$ cat config.mk
export PLATFORM = sky130hd
export DESIGN_NAME = uart_time_loader_flat
export DESIGN_NICKNAME = d
export VERILOG_FILES = /design/src/rtl/uart_time_loader_if.sv /design/src/rtl/uart_time_loader.sv /design/src/flat_wrapper.sv
export SDC_FILE = /design/constraint.sdc
export NUM_CORES = 1
export LEC_CHECK = 0
export BUFFER_PORTS_ARGS = -buffer_cell sky130_fd_sc_hd__buf_2
export CAP_MARGIN = 20
export CORE_MARGIN = 5
export CORE_UTILIZATION = 59
export DETAILED_ROUTE_END_ITERATION = 8
export PLACE_DENSITY = 0.79
export SLEW_MARGIN = 20
export SYNTH_ARGS = -nofsm -noshare
export SYNTH_HDL_FRONTEND = slang
export SYNTH_SLANG_ARGS = --single-unit
export TNS_END_PERCENT = 1
$ cat constraint.sdc
create_clock -name clk -period 4.1 [get_ports clk]
set_input_delay 0.615 -clock clk [delete_from_list [all_inputs] [get_ports clk]]
set_output_delay 0.615 -clock clk [all_outputs]
set_load 0.02 [all_outputs]
$ cat src/rtl/uart_time_loader_if.sv
// Bundle between the UART RX FIFO pop port, the time-set frame loader and the watch counters.
//   empty     : RX FIFO empty flag
//   pop_data  : RX FIFO head byte, valid whenever empty == 0 (first-word-fall-through)
//   pop       : consume the head byte this cycle
//   load      : one-cycle strobe, load_hour/min/sec valid for the watch
//   load_hour : parsed hour 0..23
//   load_min  : parsed minute 0..59
//   load_sec  : parsed second 0..59
// master = the loader (drives pop and load*), slave = FIFO/watch side.
interface uart_time_loader_if;
    logic       empty;
    logic [7:0] pop_data;
    logic       pop;
    logic       load;
    logic [4:0] load_hour;
    logic [5:0] load_min;
    logic [5:0] load_sec;

    modport master (
        input  empty,
        input  pop_data,
        output pop,
        output load,
        output load_hour,
        output load_min,
        output load_sec
    );

    modport slave (
        output empty,
        output pop_data,
        input  pop,
        input  load,
        input  load_hour,
        input  load_min,
        input  load_sec
    );
endinterface

$ cat src/rtl/uart_time_loader.sv
// Receives a time-set frame "T" h h ":" m m ":" s s <CR|LF> from the UART RX FIFO, validates
// every byte as it is popped, stages the parsed hour/minute/second and fires a one-cycle load
// strobe towards the watch counters once the terminator arrives.
//   clk       : system clock
//   reset     : asynchronous, active-high reset
//   bus_io    : FIFO pop port and watch load port (see uart_time_loader_if)
//   frame_err : one-cycle strobe, frame aborted (bad char, out of range, inter-byte timeout)
//   busy      : high while a frame is in progress
module uart_time_loader #(
    parameter logic [7:0]  HEADER         = 8'h54,
    parameter int unsigned TIMEOUT_CYCLES = 10_000_000
) (
    input  logic               clk,
    input  logic               reset,
    uart_time_loader_if.master bus_io,
    output logic               frame_err,
    output logic               busy
);

    localparam int unsigned     CntW    = (TIMEOUT_CYCLES > 1) ? $clog2(TIMEOUT_CYCLES) : 1;
    localparam logic [CntW-1:0] CntLast = CntW'(TIMEOUT_CYCLES - 1);

    typedef enum logic [3:0] {
        StIdle, StHt, StHu, StC1, StMt, StMu, StC2, StSt, StSu, StTerm, StLoad, StErr
    } state_e;

    state_e          state_q;
    logic [CntW-1:0] cnt_q;
    logic [3:0]      tens_q;
    logic [4:0]      hour_q;
    logic [5:0]      min_q;
    logic [5:0]      sec_q;
    logic            load_q;
    logic            frame_err_q;
    logic [4:0]      load_hour_q;
    logic [5:0]      load_min_q;
    logic [5:0]      load_sec_q;

    logic            pop;
    logic [3:0]      digit;
    logic            is_digit;
    logic [6:0]      value;
    logic            byte_ok;
    state_e          adv_st;

    // Byte classification for the current state; evaluated in the cycle the byte is popped.
    always_comb begin
        is_digit = (bus_io.pop_data >= 8'h30) && (bus_io.pop_data <= 8'h39);
        // For '0'..'9' the low nibble equals byte - 8'h30.
        digit    = bus_io.pop_data[3:0];
        // tens*10 + units without a multiplier
        value    = ({3'b000, tens_q} << 3) + ({3'b000, tens_q} << 1) + {3'b000, digit};
        byte_ok  = 1'b0;
        adv_st   = StIdle;
        case (state_q)
            StHt: begin
                byte_ok = is_digit && (digit <= 4'd2);
                adv_st  = StHu;
            end
            StHu: begin
                byte_ok = is_digit && (value <= 7'd23);
                adv_st  = StC1;
            end
            StC1: begin
                byte_ok = (bus_io.pop_data == 8'h3A);
                adv_st  = StMt;
            end
            StMt: begin
                byte_ok = is_digit && (digit <= 4'd5);
                adv_st  = StMu;
            end
            StMu: begin
                byte_ok = is_digit;
                adv_st  = StC2;
            end
            StC2: begin
                byte_ok = (bus_io.pop_data == 8'h3A);
                adv_st  = StSt;
            end
            StSt: begin
                byte_ok = is_digit && (digit <= 4'd5);
                adv_st  = StSu;
            end
            StSu: begin
                byte_ok = is_digit;
                adv_st  = StTerm;
            end
            StTerm: begin
                byte_ok = (bus_io.pop_data == 8'h0D) || (bus_io.pop_data == 8'h0A);
                adv_st  = StLoad;
            end
            default: begin
                byte_ok = 1'b0;
                adv_st  = StIdle;
            end
        endcase
        pop = !bus_io.empty && (state_q != StLoad) && (state_q != StErr);
    end

    always_ff @(posedge clk or posedge reset) begin
        if (reset) begin
            state_q     <= StIdle;
            cnt_q       <= '0;
            tens_q      <= '0;
            hour_q      <= '0;
            min_q       <= '0;
            sec_q       <= '0;
            load_q      <= 1'b0;
            frame_err_q <= 1'b0;
            load_hour_q <= '0;
            load_min_q  <= '0;
            load_sec_q  <= '0;
        end else begin
            load_q      <= 1'b0;
            frame_err_q <= 1'b0;
            case (state_q)
                StIdle: begin
                    cnt_q <= '0;
                    // Non-header bytes are dropped without an error.
                    if (pop && (bus_io.pop_data == HEADER)) begin
                        state_q <= StHt;
                    end
                end
                StLoad, StErr: begin
                    cnt_q   <= '0;
                    state_q <= StIdle;
                end
                default: begin
                    // A popped byte takes priority over an expiring timeout.
                    if (pop) begin
                        cnt_q <= '0;
                        if (byte_ok) begin
                            state_q <= adv_st;
                            case (state_q)
                                StHt, StMt, StSt: tens_q <= digit;
                                StHu:             hour_q <= value[4:0];
                                StMu:             min_q  <= value[5:0];
                                StSu:             sec_q  <= value[5:0];
                                StTerm: begin
                                    load_q      <= 1'b1;
                                    load_hour_q <= hour_q;
                                    load_min_q  <= min_q;
                                    load_sec_q  <= sec_q;
                                end
                                default: ;
                            endcase
                        end else if (bus_io.pop_data == HEADER) begin
                            // Resync on a stray header instead of flagging an error.
                            state_q <= StHt;
                        end else begin
                            state_q     <= StErr;
                            frame_err_q <= 1'b1;
                        end
                    end else if (cnt_q == CntLast) begin
                        state_q     <= StErr;
                        frame_err_q <= 1'b1;
                    end else begin
                        cnt_q <= cnt_q + CntW'(1);
                    end
                end
            endcase
        end
    end

    assign bus_io.pop       = pop;
    assign bus_io.load      = load_q;
    assign bus_io.load_hour = load_hour_q;
    assign bus_io.load_min  = load_min_q;
    assign bus_io.load_sec  = load_sec_q;
    assign frame_err        = frame_err_q;
    assign busy             = (state_q != StIdle);

endmodule

$ cat src/flat_wrapper.sv
// flat-port wrapper written by rule: the top's interface ports become plain ports
module uart_time_loader_flat 
#(
    parameter logic [7:0]  HEADER         = 8'h54,
    parameter int unsigned TIMEOUT_CYCLES = 10_000_000
)
  (clk, reset, frame_err, busy, bus_io_empty, bus_io_pop_data, bus_io_pop, bus_io_load, bus_io_load_hour, bus_io_load_min, bus_io_load_sec);
  uart_time_loader_if bus_io_i ();
  input  logic clk;
  input  logic reset;
  output logic frame_err;
  output logic busy;
  input wire logic [$bits(bus_io_i.empty)-1:0] bus_io_empty;
  input wire logic [$bits(bus_io_i.pop_data)-1:0] bus_io_pop_data;
  output wire logic [$bits(bus_io_i.pop)-1:0] bus_io_pop;
  output wire logic [$bits(bus_io_i.load)-1:0] bus_io_load;
  output wire logic [$bits(bus_io_i.load_hour)-1:0] bus_io_load_hour;
  output wire logic [$bits(bus_io_i.load_min)-1:0] bus_io_load_min;
  output wire logic [$bits(bus_io_i.load_sec)-1:0] bus_io_load_sec;
  assign bus_io_i.empty = bus_io_empty;
  assign bus_io_i.pop_data = bus_io_pop_data;
  assign bus_io_pop = bus_io_i.pop;
  assign bus_io_load = bus_io_i.load;
  assign bus_io_load_hour = bus_io_i.load_hour;
  assign bus_io_load_min = bus_io_i.load_min;
  assign bus_io_load_sec = bus_io_i.load_sec;
  uart_time_loader #(.HEADER(HEADER), .TIMEOUT_CYCLES(TIMEOUT_CYCLES)) u_core (.clk(clk), .reset(reset), .bus_io(bus_io_i), .frame_err(frame_err), .busy(busy));
endmodule
==> results of run 1 <==
## cell usage in the layout, fill, tap and decap left out, types with 4 or more instances in the layout
master	count
sky130_fd_sc_hd__dfrtp_1	68
sky130_fd_sc_hd__nor2_1	36
sky130_fd_sc_hd__buf_2	31
sky130_fd_sc_hd__mux2_2	29
sky130_fd_sc_hd__nand2_1	15
sky130_fd_sc_hd__a21oi_1	14
sky130_fd_sc_hd__nor3_1	12
sky130_fd_sc_hd__xnor2_1	12
sky130_fd_sc_hd__xor2_1	11
sky130_fd_sc_hd__nand3_1	11
sky130_fd_sc_hd__clkbuf_8	11
sky130_fd_sc_hd__mux2_4	10
sky130_fd_sc_hd__inv_1	9
sky130_fd_sc_hd__o21ai_0	8
sky130_fd_sc_hd__or3_1	8
sky130_fd_sc_hd__ha_1	8
sky130_fd_sc_hd__a31oi_1	6
sky130_fd_sc_hd__nand4_1	6
sky130_fd_sc_hd__nor2b_1	4
sky130_fd_sc_hd__and3_1	4
sky130_fd_sc_hd__nor4_1	4
## metrics by stage
stage / utilization [%] / power (mW)
after detailed placement: 64.2 / 1.10
after global placement: 64.2 / 1.08
after global routing: 67.8 / 1.75
final: 67.8 / 1.67
after CTS: 67.8 / 1.68
after floorplan: - / 1.02
## final cells by class
cell class	instances	area [µm²]
well taps	75	93.8
inverters	11	42.5
clock inverters	5	58.8
flip-flops and latches	68	1700
multi-input cells	241	1800
clock buffers	11	151
fillers	455	1910
repair buffers	33	170
## how the worst max path moves through the flow
stage                       start                         end  slack, ps  cells after the start
2_1_floorplan  bus_io_pop_data[3]  u_core.bus_io.load_hour[0]        760                     10
3_3_place_gp   bus_io_pop_data[3]  u_core.bus_io.load_hour[4]        450                     10
3_5_place_dp   bus_io_pop_data[3]  u_core.bus_io.load_hour[3]        380                     10
4_1_cts        bus_io_pop_data[3]             u_core.min_q[2]        750                     10
5_1_grt        bus_io_pop_data[3]             u_core.sec_q[1]        580                     10
6_report       bus_io_pop_data[3]  u_core.bus_io.load_hour[4]        720                     10
## power by group
group	leakage [nW]	switching, mW	internal (mW)
combinational	0.901	0.191	0.127
clock	0.102	0.261	0.315
sequential	0.938	0.0744	0.701
## sequential cells by signal, summed over array words and instances, names as in the netlist, 5 cells and up
name,cells
u_core.bus_io.load_sec,6
u_core.cnt_q,24
u_core.hour_q,5
u_core.bus_io.load_min,6
u_core.min_q,6
u_core.bus_io.load_hour,5
u_core.sec_q,6
## worst register-to-register path: cells and delay by family, from the launching register on
| family | cells | cell delay (ps) |
|---|---|---|
| XOR/XNOR | 1 | 200 |
| AO/OA/AOI/OAI | 2 | 630 |
| AND/OR/NAND/NOR | 2 | 520 |
| buffers and inverters | 1 | 70 |
| flip-flops | 1 | 420 |
| adder cells (fa/ha/maj) | 2 | 1000 |
| multiplexers | 1 | 410 |
## cells by family (layout without fill, tap and decap cells)
family / Yosys count / count (layout) / share of synthesized area [%]
AO/OA/AOI/OAI: 43 / 43 / 8.12
XOR/XNOR: 23 / 23 / 5.61
flip-flops: 68 / 68 / 47.4
adder cells (fa/ha/maj): 10 / 10 / 3.90
multiplexers: 40 / 40 / 13.5
AND/OR/NAND/NOR: 125 / 125 / 18.8
buffers and inverters: 23 / 60 / 2.61
## per-layer routing
| layer | GRT usage, % | vias to the layer above | part of all wire (%) |
|---|---|---|---|
| met1 | 29.0 | 1290 | 46 |
| met3 | 5.83 | 6 | 5.5 |
| met4 | 5.22 | 0 | 0.82 |
| met5 | 0 | - | 0 |
| met2 | 33.8 | 66 | 48 |
| li1 | - | 1256 | - |
==> impl_metrics.toml, run 1 <==
[setup_path]
timing.reg2reg.worst_path_depth = 9
crit_path_max_incr_delay_ps = 570
criticalPathCategory = "input port to flop"
worst_setup_path_start_kind = "input port"
cpLargestDelayFamily = "adder cells"
critical_path.n_buffers_inverters = 2
crit_fanout = 17
timing.reg2reg.setup_slack_ps = 760
critPathArrivalTime_ps = 3600
critical-path-top-cell-by-count = "sky130_fd_sc_hd__fa_1"
critPathSlowestCell = "sky130_fd_sc_hd__fa_1"
worstReg2RegStart = "u_core.tens_q[0]"
timing.critical_path.to_type = "flop"
critical_path.cell_chain = "buf_2, fa_1, inv_1, fa_1, xnor2_1, and2_1, a2111o_1, o221ai_4, nand3_4, mux2_4"
rr_endpoint = "u_core.bus_io.load_hour[4]"
worstPathRequired_ps = 4330

[yosys]
mappedNetlistArea_mm2 = 0.00359
synth.most_common_cell = "sky130_fd_sc_hd__dfrtp_1"
synth_enable_flop_cells = 0
netlist.area_leader.share_pct = 47.4
post_synth.cell_area_avg_um2 = 10.8
synth_warnings = 0
syn-instance-count = 332
synthesis.nets = 353
synth-async-reset-ratio_pct = 100
part_of_the_yosys_area_used_for_sequential_elements_pct = 47.4
synth.area.top_cells = "sky130_fd_sc_hd__dfrtp_1, sky130_fd_sc_hd__mux2_2, sky130_fd_sc_hd__mux2_4, sky130_fd_sc_hd__nor2_1, sky130_fd_sc_hd__xnor2_1"
synth-seq-cells = 68
synth-main-ff-cell = "sky130_fd_sc_hd__dfrtp_1"
netlist.top_cell.by_area = "sky130_fd_sc_hd__dfrtp_1"
yosys.cell_types.count = 50
synth_commonest_cells = "sky130_fd_sc_hd__dfrtp_1, sky130_fd_sc_hd__nor2_1, sky130_fd_sc_hd__mux2_2"

[place]
globalplace.congestion = 0.873
placedInstanceArea_mm2 = 0.00380
place.port_buffers = 31
place_inst = 428
pre_cts_ws_ps = 383
detailedPlacementHpwl_mm = 5.32

[floorplanning]
coreArea_mm2 = 0.00592
fp-row-count = 28
die_area_mm2 = 0.00775
initial_utilization_pct = 60.7
floorplan.io_pins = 32
chipWidth_um = 88.0
die_h_um = 88.0

[sta]
layout_worst_path_cycle_share_pct = 82.3
finalHoldViolCount = 0
hold_ws_ps = 423
layout_setup_ws_ps = 724
slew_headroom_pct = 42.5
slew_viol_final = 0
finalSetupViolations = 0
worstMarginPinSlew_ps = 861
achievable-frequency_ghz = 0.296
timing.clock.skew_ps = 6.81
grt_setup_unrepaired = "false"
final.min_clock_period_ps = 3380
final.setup.tns_ps = 0

[min_path]
worstHoldPathType = "input port to asynchronous set/reset pin"

[clock_tree]
cts-hold-fix-buffers = 0
cts_tree = "done"
cts_max_path_buffers = 2
numClockSinks = 68
cts-htree-levels = 3
clk_root_buffer_cell = "sky130_fd_sc_hd__clkbuf_8"
worst_skew_pair.late_latency_ps = 340
cts_resized = 0
cts_post_setup_buffers_inserted = 0
cts.reportedPaths.clkPinSlew_ps = 80
clock_buffer_count_from_cts = 9

[grt]
grt_first_pass_wirelength_mm = 12.8
grt_util_all_layers_pct = 21.2
number_of_antenna_violations_at_the_first_check_in_global_routing = 0
first_global_vias = 2630
maximum_number_of_pins_on_one_net_before_global_route_repair = 52
grt_overflow_total = 0

[run]
drv_cap = 0

[layout]
area_delta_synth_final_pct = 11.8
diodes = 0
drive_gt1_share_pct = 26.3
instances_no_fill = 444
design_area_mm2 = 0.00402
final_net_count = 385

[routing]
drc = 0
per_cell_routed_wire_length_um = 16.8
detailedRoute.firstPassIterationCount = 4
routed_wl_mm = 7.48
detail_route.vias_per_cell = 5.90
antenna_left = 0
detailroute.via_count = 2618
drt_first_iter_violations = 224

[status]
run_status = "complete, no violations"

[power_and_ir_drop]
power.static_leakage_nw = 1.94
max_ir_drop_vdd_v = 0.000275
pwr_density_cell_mw_per_mm2 = 416
Power figures use the tool's default switching activity.
==> inputs of run 2 (changes only) <==
--- a/config.mk
+++ b/config.mk
@@ -5,12 +5,13 @@
 export SDC_FILE = /design/constraint.sdc
 export NUM_CORES = 1
 export LEC_CHECK = 0
+export ABC_AREA = 1
 export BUFFER_PORTS_ARGS = -buffer_cell sky130_fd_sc_hd__buf_2
 export CAP_MARGIN = 20
 export CORE_MARGIN = 5
-export CORE_UTILIZATION = 59
+export CORE_UTILIZATION = 60
 export DETAILED_ROUTE_END_ITERATION = 8
-export PLACE_DENSITY = 0.79
+export PLACE_DENSITY = 0.8
 export SLEW_MARGIN = 20
 export SYNTH_ARGS = -nofsm -noshare
 export SYNTH_HDL_FRONTEND = slang
==> constraint.sdc (replaced) <==
create_clock -name clk -period 3.15 [get_ports clk]
set_input_delay 0.4725 -clock clk [delete_from_list [all_inputs] [get_ports clk]]
set_output_delay 0.4725 -clock clk [all_outputs]
set_load 0.02 [all_outputs]
==> run 2 against run 1 <==
Effect of this change: core utilization decreased by 0.67 points; synthesized cell count up 37%; hold slack lost 120 ps; count of clock-buffer cells in the layout rose by 1; first-iteration DRC count down 34%; die area grew 3.1%; area after synthesis is 5.3% higher; setup slack lost 320 ps; cell area up 4.4%; highest routed layer unchanged.
==> impl_metrics.toml, run 2 <==
[status]
run_status = "complete, no violations"

[yosys]
synth.area.top_cells = "sky130_fd_sc_hd__dfrtp_1, sky130_fd_sc_hd__nand2_1, sky130_fd_sc_hd__mux2_2, sky130_fd_sc_hd__nand4_1, sky130_fd_sc_hd__inv_1"
synth.most_common_cell = "sky130_fd_sc_hd__nand2_1"
part_of_the_yosys_area_used_for_sequential_elements_pct = 45.0
synth-xor-area-share_pct = 2.55
yosys.cell_types.count = 38
synth-async-reset-ratio_pct = 100
synth_simple_gate_area_share_pct = 32.0
synth-seq-cells = 68
synth_warnings = 0
synthAdderAreaFrac_pct = 3.70
synth-main-ff-cell = "sky130_fd_sc_hd__dfrtp_1"
compound_gate_portion_of_the_synthesized_area_pct = 4.86
synthesis.nets = 476
syn-instance-count = 455
largest_family_of_logic_cells_by_synthesized_area = "simple AND/OR/NAND/NOR gates"
mappedNetlistArea_mm2 = 0.00378
post_synthesis_mux_area_share_pct = 5.06
netlist.top_cell.by_area = "sky130_fd_sc_hd__dfrtp_1"
synth_commonest_cells = "sky130_fd_sc_hd__nand2_1, sky130_fd_sc_hd__dfrtp_1, sky130_fd_sc_hd__inv_1"
netlist.area_leader.share_pct = 45.0
post_synth.cell_area_avg_um2 = 8.31
synth_enable_flop_cells = 0

[setup_path]
critical-path-top-cell-by-count = "sky130_fd_sc_hd__nand3_1"
crit_fanout = 18
timing.reg2reg.worst_path_depth = 14
worstPathRequired_ps = 3380
critical_path.cell_chain = "fa_1, inv_1, fa_1, inv_1, nand3_1, nand2_1, clkinv_1, nand3_1, nand3_1, nand2_2, nand2_4, nand3_1, nand2_1, nand2_1"
critPathArrivalTime_ps = 2980
crit_path_max_incr_delay_ps = 550
timing.reg2reg.setup_slack_ps = 400
worstReg2RegStart = "u_core.tens_q[0]"
criticalPathCategory = "flop to flop"
rr_endpoint = "u_core.hour_q[4]"
critPathSlowestCell = "sky130_fd_sc_hd__fa_1"
worst_setup_path_start_kind = "flop"
timing.critical_path.to_type = "flop"

[layout]
largest_register = "u_core.cnt_q"
area_delta_synth_final_pct = 10.8
final_net_count = 513
diodes = 0
design_area_mm2 = 0.00419
mostFrequentLayoutCell = "sky130_fd_sc_hd__nand2_1"
layout_common_cells = "sky130_fd_sc_hd__nand2_1, sky130_fd_sc_hd__dfrtp_1, sky130_fd_sc_hd__inv_1, sky130_fd_sc_hd__nor2_1"
number_of_flip_flops_in_the_largest_register = 24
instances_no_fill = 574
drive_gt1_share_pct = 17.7

[sta]
achievable-frequency_ghz = 0.364
timing.clock.skew_ps = 15.1
grt_setup_unrepaired = "false"
slew_viol_final = 0
final.setup.tns_ps = 0
slew_headroom_pct = 43.6
worstMarginPinSlew_ps = 845
finalSetupViolations = 0
finalHoldViolCount = 0
final.min_clock_period_ps = 2750
layout_worst_path_cycle_share_pct = 87.3

[power_and_ir_drop]
pwr_density_cell_mw_per_mm2 = 516
max_ir_drop_vdd_v = 0.000378
power.static_leakage_nw = 2.12

[routing]
routed_wl_mm = 7.97
detailedRoute.firstPassIterationCount = 5
per_cell_routed_wire_length_um = 13.9
detailroute.via_count = 3196
drt_first_iter_violations = 148
detail_route.vias_per_cell = 5.57
drc = 0
antenna_left = 0

[grt]
maximum_number_of_pins_on_one_net_before_global_route_repair = 43
grt_overflow_total = 0
first_global_vias = 3036
grt_util_all_layers_pct = 22.3
number_of_antenna_violations_at_the_first_check_in_global_routing = 0
grt_first_pass_wirelength_mm = 13.8

[floorplanning]
chipWidth_um = 89.4
coreArea_mm2 = 0.00624
die_h_um = 89.4
fp-row-count = 29
die_area_mm2 = 0.00799
floorplan.io_pins = 32
initial_utilization_pct = 60.6

[place]
placedInstanceArea_mm2 = 0.00399
place.port_buffers = 31
detailedPlacementHpwl_mm = 6.07
place_inst = 558
globalplace.congestion = 0.971

[clock_tree]
cts-hold-fix-buffers = 0
numClockSinks = 68
cts_resized = 0
clock_buffer_count_from_cts = 9
cts_max_path_buffers = 2
cts.reportedPaths.clkPinSlew_ps = 80
cts-htree-levels = 3
worst_skew_pair.late_latency_ps = 340
cts_tree = "done"
clk_root_buffer_cell = "sky130_fd_sc_hd__clkbuf_8"
cts_post_setup_buffers_inserted = 0

[min_path]
worstHoldPathType = "input port to asynchronous set/reset pin"

[run]
drv_cap = 0
-- run 2: how the worst max path moves through the flow --
stage	from	endpoint	slack, ps	cells after the start
floorplan	bus_io_pop_data[3]	u_core.hour_q[0]	630	14
global placement	bus_io_pop_data[3]	u_core.hour_q[0]	280	15
detailed placement	bus_io_pop_data[3]	u_core.hour_q[4]	160	15
CTS	u_core.tens_q[0]	u_core.hour_q[4]	390	14
global route	u_core.tens_q[0]	u_core.hour_q[4]	170	15
finish	u_core.tens_q[0]	u_core.hour_q[4]	400	14
-- run 2: final cells by class --
class,instances,area (µm²)
inverters,50,188
flip-flops and latches,68,1700
clock buffers,12,165
well taps,77,96.3
repair buffers,35,185
fillers,520,2050
multi-input cells,328,1820
clock inverters,4,31.3
-- run 2: power by group --
| part | leakage (nW) | switching [mW] | total, mW | internal (mW) |
|---|---|---|---|---|
| sequential | 0.940 | 0.0536 | 0.972 | 0.919 |
| combinational | 1.09 | 0.364 | 0.504 | 0.139 |
| clock | 0.0913 | 0.335 | 0.688 | 0.353 |
| total | 2.12 | 0.753 | 2.16 | 1.41 |
-- run 2: stage by stage --
step	setup WS, ps	utilization [%]	hold slack [ps]	power [mW]
floorplan	628	-	438	1.36
global placement	283	64.0	455	1.47
detailed placement	161	64.0	462	1.49
CTS	390	67.1	317	2.17
global route	172	67.1	387	2.28
finish	401	67.1	299	2.16
-- run 2: critical path, delay by kind of cell, from the launching register on --
| family | cells | cell delay [ps] |
|---|---|---|
| DFF | 1 | 420 |
| and+or+nand+nor | 9 | 950 |
| adders and majority gates | 2 | 1090 |
| buffers and inverters | 3 | 180 |
-- run 2: layer usage --
layer | share of wire [%] | global-route usage [%] | vias to the layer above | wire length, µm
met5 | 0 | 0 | - | 0
met4 | 2.2 | 8.80 | 0 | 175
met1 | 46 | 31.6 | 1500 | 3650
li1 | - | - | 1590 | -
met2 | 47 | 33.8 | 92 | 3740
met3 | 5.1 | 4.24 | 14 | 406
-- run 2: cells by family after synthesis --
| group | count (synthesis) |
|---|---|
| AND/OR/NAND/NOR | 258 |
| XOR/XNOR | 11 |
| multiplexers | 17 |
| buffers and inverters | 59 |
| AO/OA/AOI/OAI | 32 |
| adder cells (fa/ha/maj) | 10 |
| flip-flops | 68 |
==> inputs of run 3 (changes only) <==
==> constraint.sdc (replaced) <==
create_clock -name clk -period 3.15 [get_ports clk]
set_input_delay 0.315 -clock clk [delete_from_list [all_inputs] [get_ports clk]]
set_output_delay 0.315 -clock clk [all_outputs]
set_load 0.005 [all_outputs]
==> run 3 against run 2 <==
Effect of this change: via count rose by 1.0%; first-iteration DRC count rose by 72%; sequential power barely moved; sequential share of layout area rose by 0.097 points; critical path depth did not move; maximum frequency fell by 0.88%; largest power group unchanged; critical path type unchanged; setup slack got worse by 25 ps; total power rose by 0.78%; global-route usage rose by 0.53 points; cell area fell by 0.24%; hold slack got worse by 210 ps; wire length rose by 2.0%.
==> impl_metrics.toml, run 3 (synthesized netlist as in run 2, its figures left out) <==
[status]
run_status = "complete, no violations"

[sta]
achievable-frequency_ghz = 0.361
worstMarginPinSlew_ps = 747
final.min_clock_period_ps = 2770
slew_headroom_pct = 50.1
finalSetupViolations = 0
finalHoldViolCount = 0
slew_viol_final = 0
layout_worst_path_cycle_share_pct = 88.1
hold_ws_ps = 90.5
final.setup.tns_ps = 0
grt_setup_unrepaired = "false"
layout_setup_ws_ps = 376
timing.clock.skew_ps = 8.41

[clock_tree]
cts-htree-levels = 3
clock_buffer_count_from_cts = 9
cts_tree = "done"
numClockSinks = 68
clk_root_buffer_cell = "sky130_fd_sc_hd__clkbuf_8"
worst_skew_pair.late_latency_ps = 350
cts.reportedPaths.clkPinSlew_ps = 80
cts_resized = 0
cts_max_path_buffers = 2
cts_post_setup_buffers_inserted = 0
cts-hold-fix-buffers = 0

[setup_path]
critical-path-top-cell-by-count = "sky130_fd_sc_hd__nand3_1"
worst_setup_path_start_kind = "flop"
critPathSlowestCell = "sky130_fd_sc_hd__fa_1"
timing.critical_path.to_type = "flop"
critPathArrivalTime_ps = 3010
worstPathRequired_ps = 3380
criticalPathCategory = "flop to flop"
timing.reg2reg.setup_slack_ps = 380
crit_path_max_incr_delay_ps = 540
crit_fanout = 25
critical_path.cell_chain = "fa_1, inv_1, fa_1, inv_1, nand3_1, nand2_1, clkinv_1, nand3_1, nand3_1, nand2_2, nand2_4, nand3_1, nand2_1, nand2_1"

[layout]
largest_register = "u_core.cnt_q"
number_of_flip_flops_in_the_largest_register = 24
area_delta_synth_final_pct = 10.5
layout_common_cells = "sky130_fd_sc_hd__nand2_1, sky130_fd_sc_hd__dfrtp_1, sky130_fd_sc_hd__inv_1, sky130_fd_sc_hd__nor2_1"
mostFrequentLayoutCell = "sky130_fd_sc_hd__nand2_1"
fin_util_pct = 67.0
drive_gt1_share_pct = 17.4
diodes = 0
final_net_count = 511

[power_and_ir_drop]
clock_share_of_power_pct = 33.3
total_switching_power_mw = 0.740
pwr_density_cell_mw_per_mm2 = 522
power.static_leakage_nw = 2.12
max_ir_drop_vdd_v = 0.000367
combPwrFrac_pct = 22.1
power.sequential.fraction_pct = 44.6
swShare_pct = 33.9
internal_power_mw = 1.44

[grt]
number_of_antenna_violations_at_the_first_check_in_global_routing = 0
maximum_number_of_pins_on_one_net_before_global_route_repair = 38
grt_first_pass_wirelength_mm = 14.1
grt_overflow_total = 0
grt_util_all_layers_pct = 22.8
first_global_vias = 3079

[routing]
antenna_left = 0
routed_wl_mm = 8.13
per_cell_routed_wire_length_um = 14.2
drt_first_iter_violations = 254
detailedRoute.firstPassIterationCount = 8
drc = 0
detail_route.vias_per_cell = 5.65
detailroute.via_count = 3229

[floorplanning]
chipWidth_um = 89.4
die_h_um = 89.4
fp-row-count = 29
floorplan.io_pins = 32
coreArea_mm2 = 0.00624
initial_utilization_pct = 60.6
die_area_mm2 = 0.00799

[min_path]
worstHoldPathType = "input port to asynchronous set/reset pin"

[place]
detailedPlacementHpwl_mm = 6.22
pre_cts_ws_ps = 308
place.port_buffers = 31
globalplace.congestion = 0.973

[run]
drv_cap = 0
## run 3: power groups by stage
stage               registers [mW]  logic (mW)  clock network (mW)
floorplan                    0.974       0.373                   0
global placement             0.984       0.468                   0
detailed placement           0.988       0.479                   0
CTS                          0.971       0.483               0.733
global route                 0.981       0.552               0.780
finish                       0.973       0.483               0.725
## run 3: stage by stage
step	cell area [µm²]	instances	total power, mW
global placement	3980	556	1.45
floorplan	3780	455	1.35
global route	4180	572	2.31
CTS	4180	572	2.19
detailed placement	3980	556	1.47
finish	4180	572	2.18
## run 3: worst paths after layout
kind / cells past startpoint / endpoint / startpoint
max in group asynchronous: 3 / u_core.state_q[3] / reset
worst max-delay path: 14 / u_core.hour_q[2] / u_core.tens_q[0]
worst min-delay path: 2 / u_core.bus_io.load_sec[5] / reset
worst max register to register: 14 / u_core.hour_q[2] / u_core.tens_q[0]
min in group clk: 3 / u_core.tens_q[2] / bus_io_pop_data[2]
worst min register to register: 2 / u_core.sec_q[2] / u_core.sec_q[2]
## run 3: final cells by class
| class | count | area (µm²) |
|---|---|---|
| fillers | 540 | 2060 |
| multi-input cells | 328 | 1820 |
| flip-flops and latches | 68 | 1700 |
| inverters | 50 | 188 |
| repair buffers | 33 | 170 |
| clock buffers | 10 | 138 |
| well taps | 77 | 96.3 |
| clock inverters | 6 | 63.8 |
## run 3: metal layers
layer	vias to the layer above	wire length, µm	track usage (%)
li1	1587	-	-
met1	1519	3740	31.7
met2	108	3750	35.6
met3	15	484	4.33
met4	0	158	8.25
met5	-	0	0
## run 3: worst max-delay path, delay by kind of cell, from the launching register on
| kind | cells | cell delay, ps |
|---|---|---|
| buffers and inverters | 3 | 180 |
| DFF | 1 | 420 |
| adders and majority gates | 2 | 1060 |
| and+or+nand+nor | 9 | 990 |
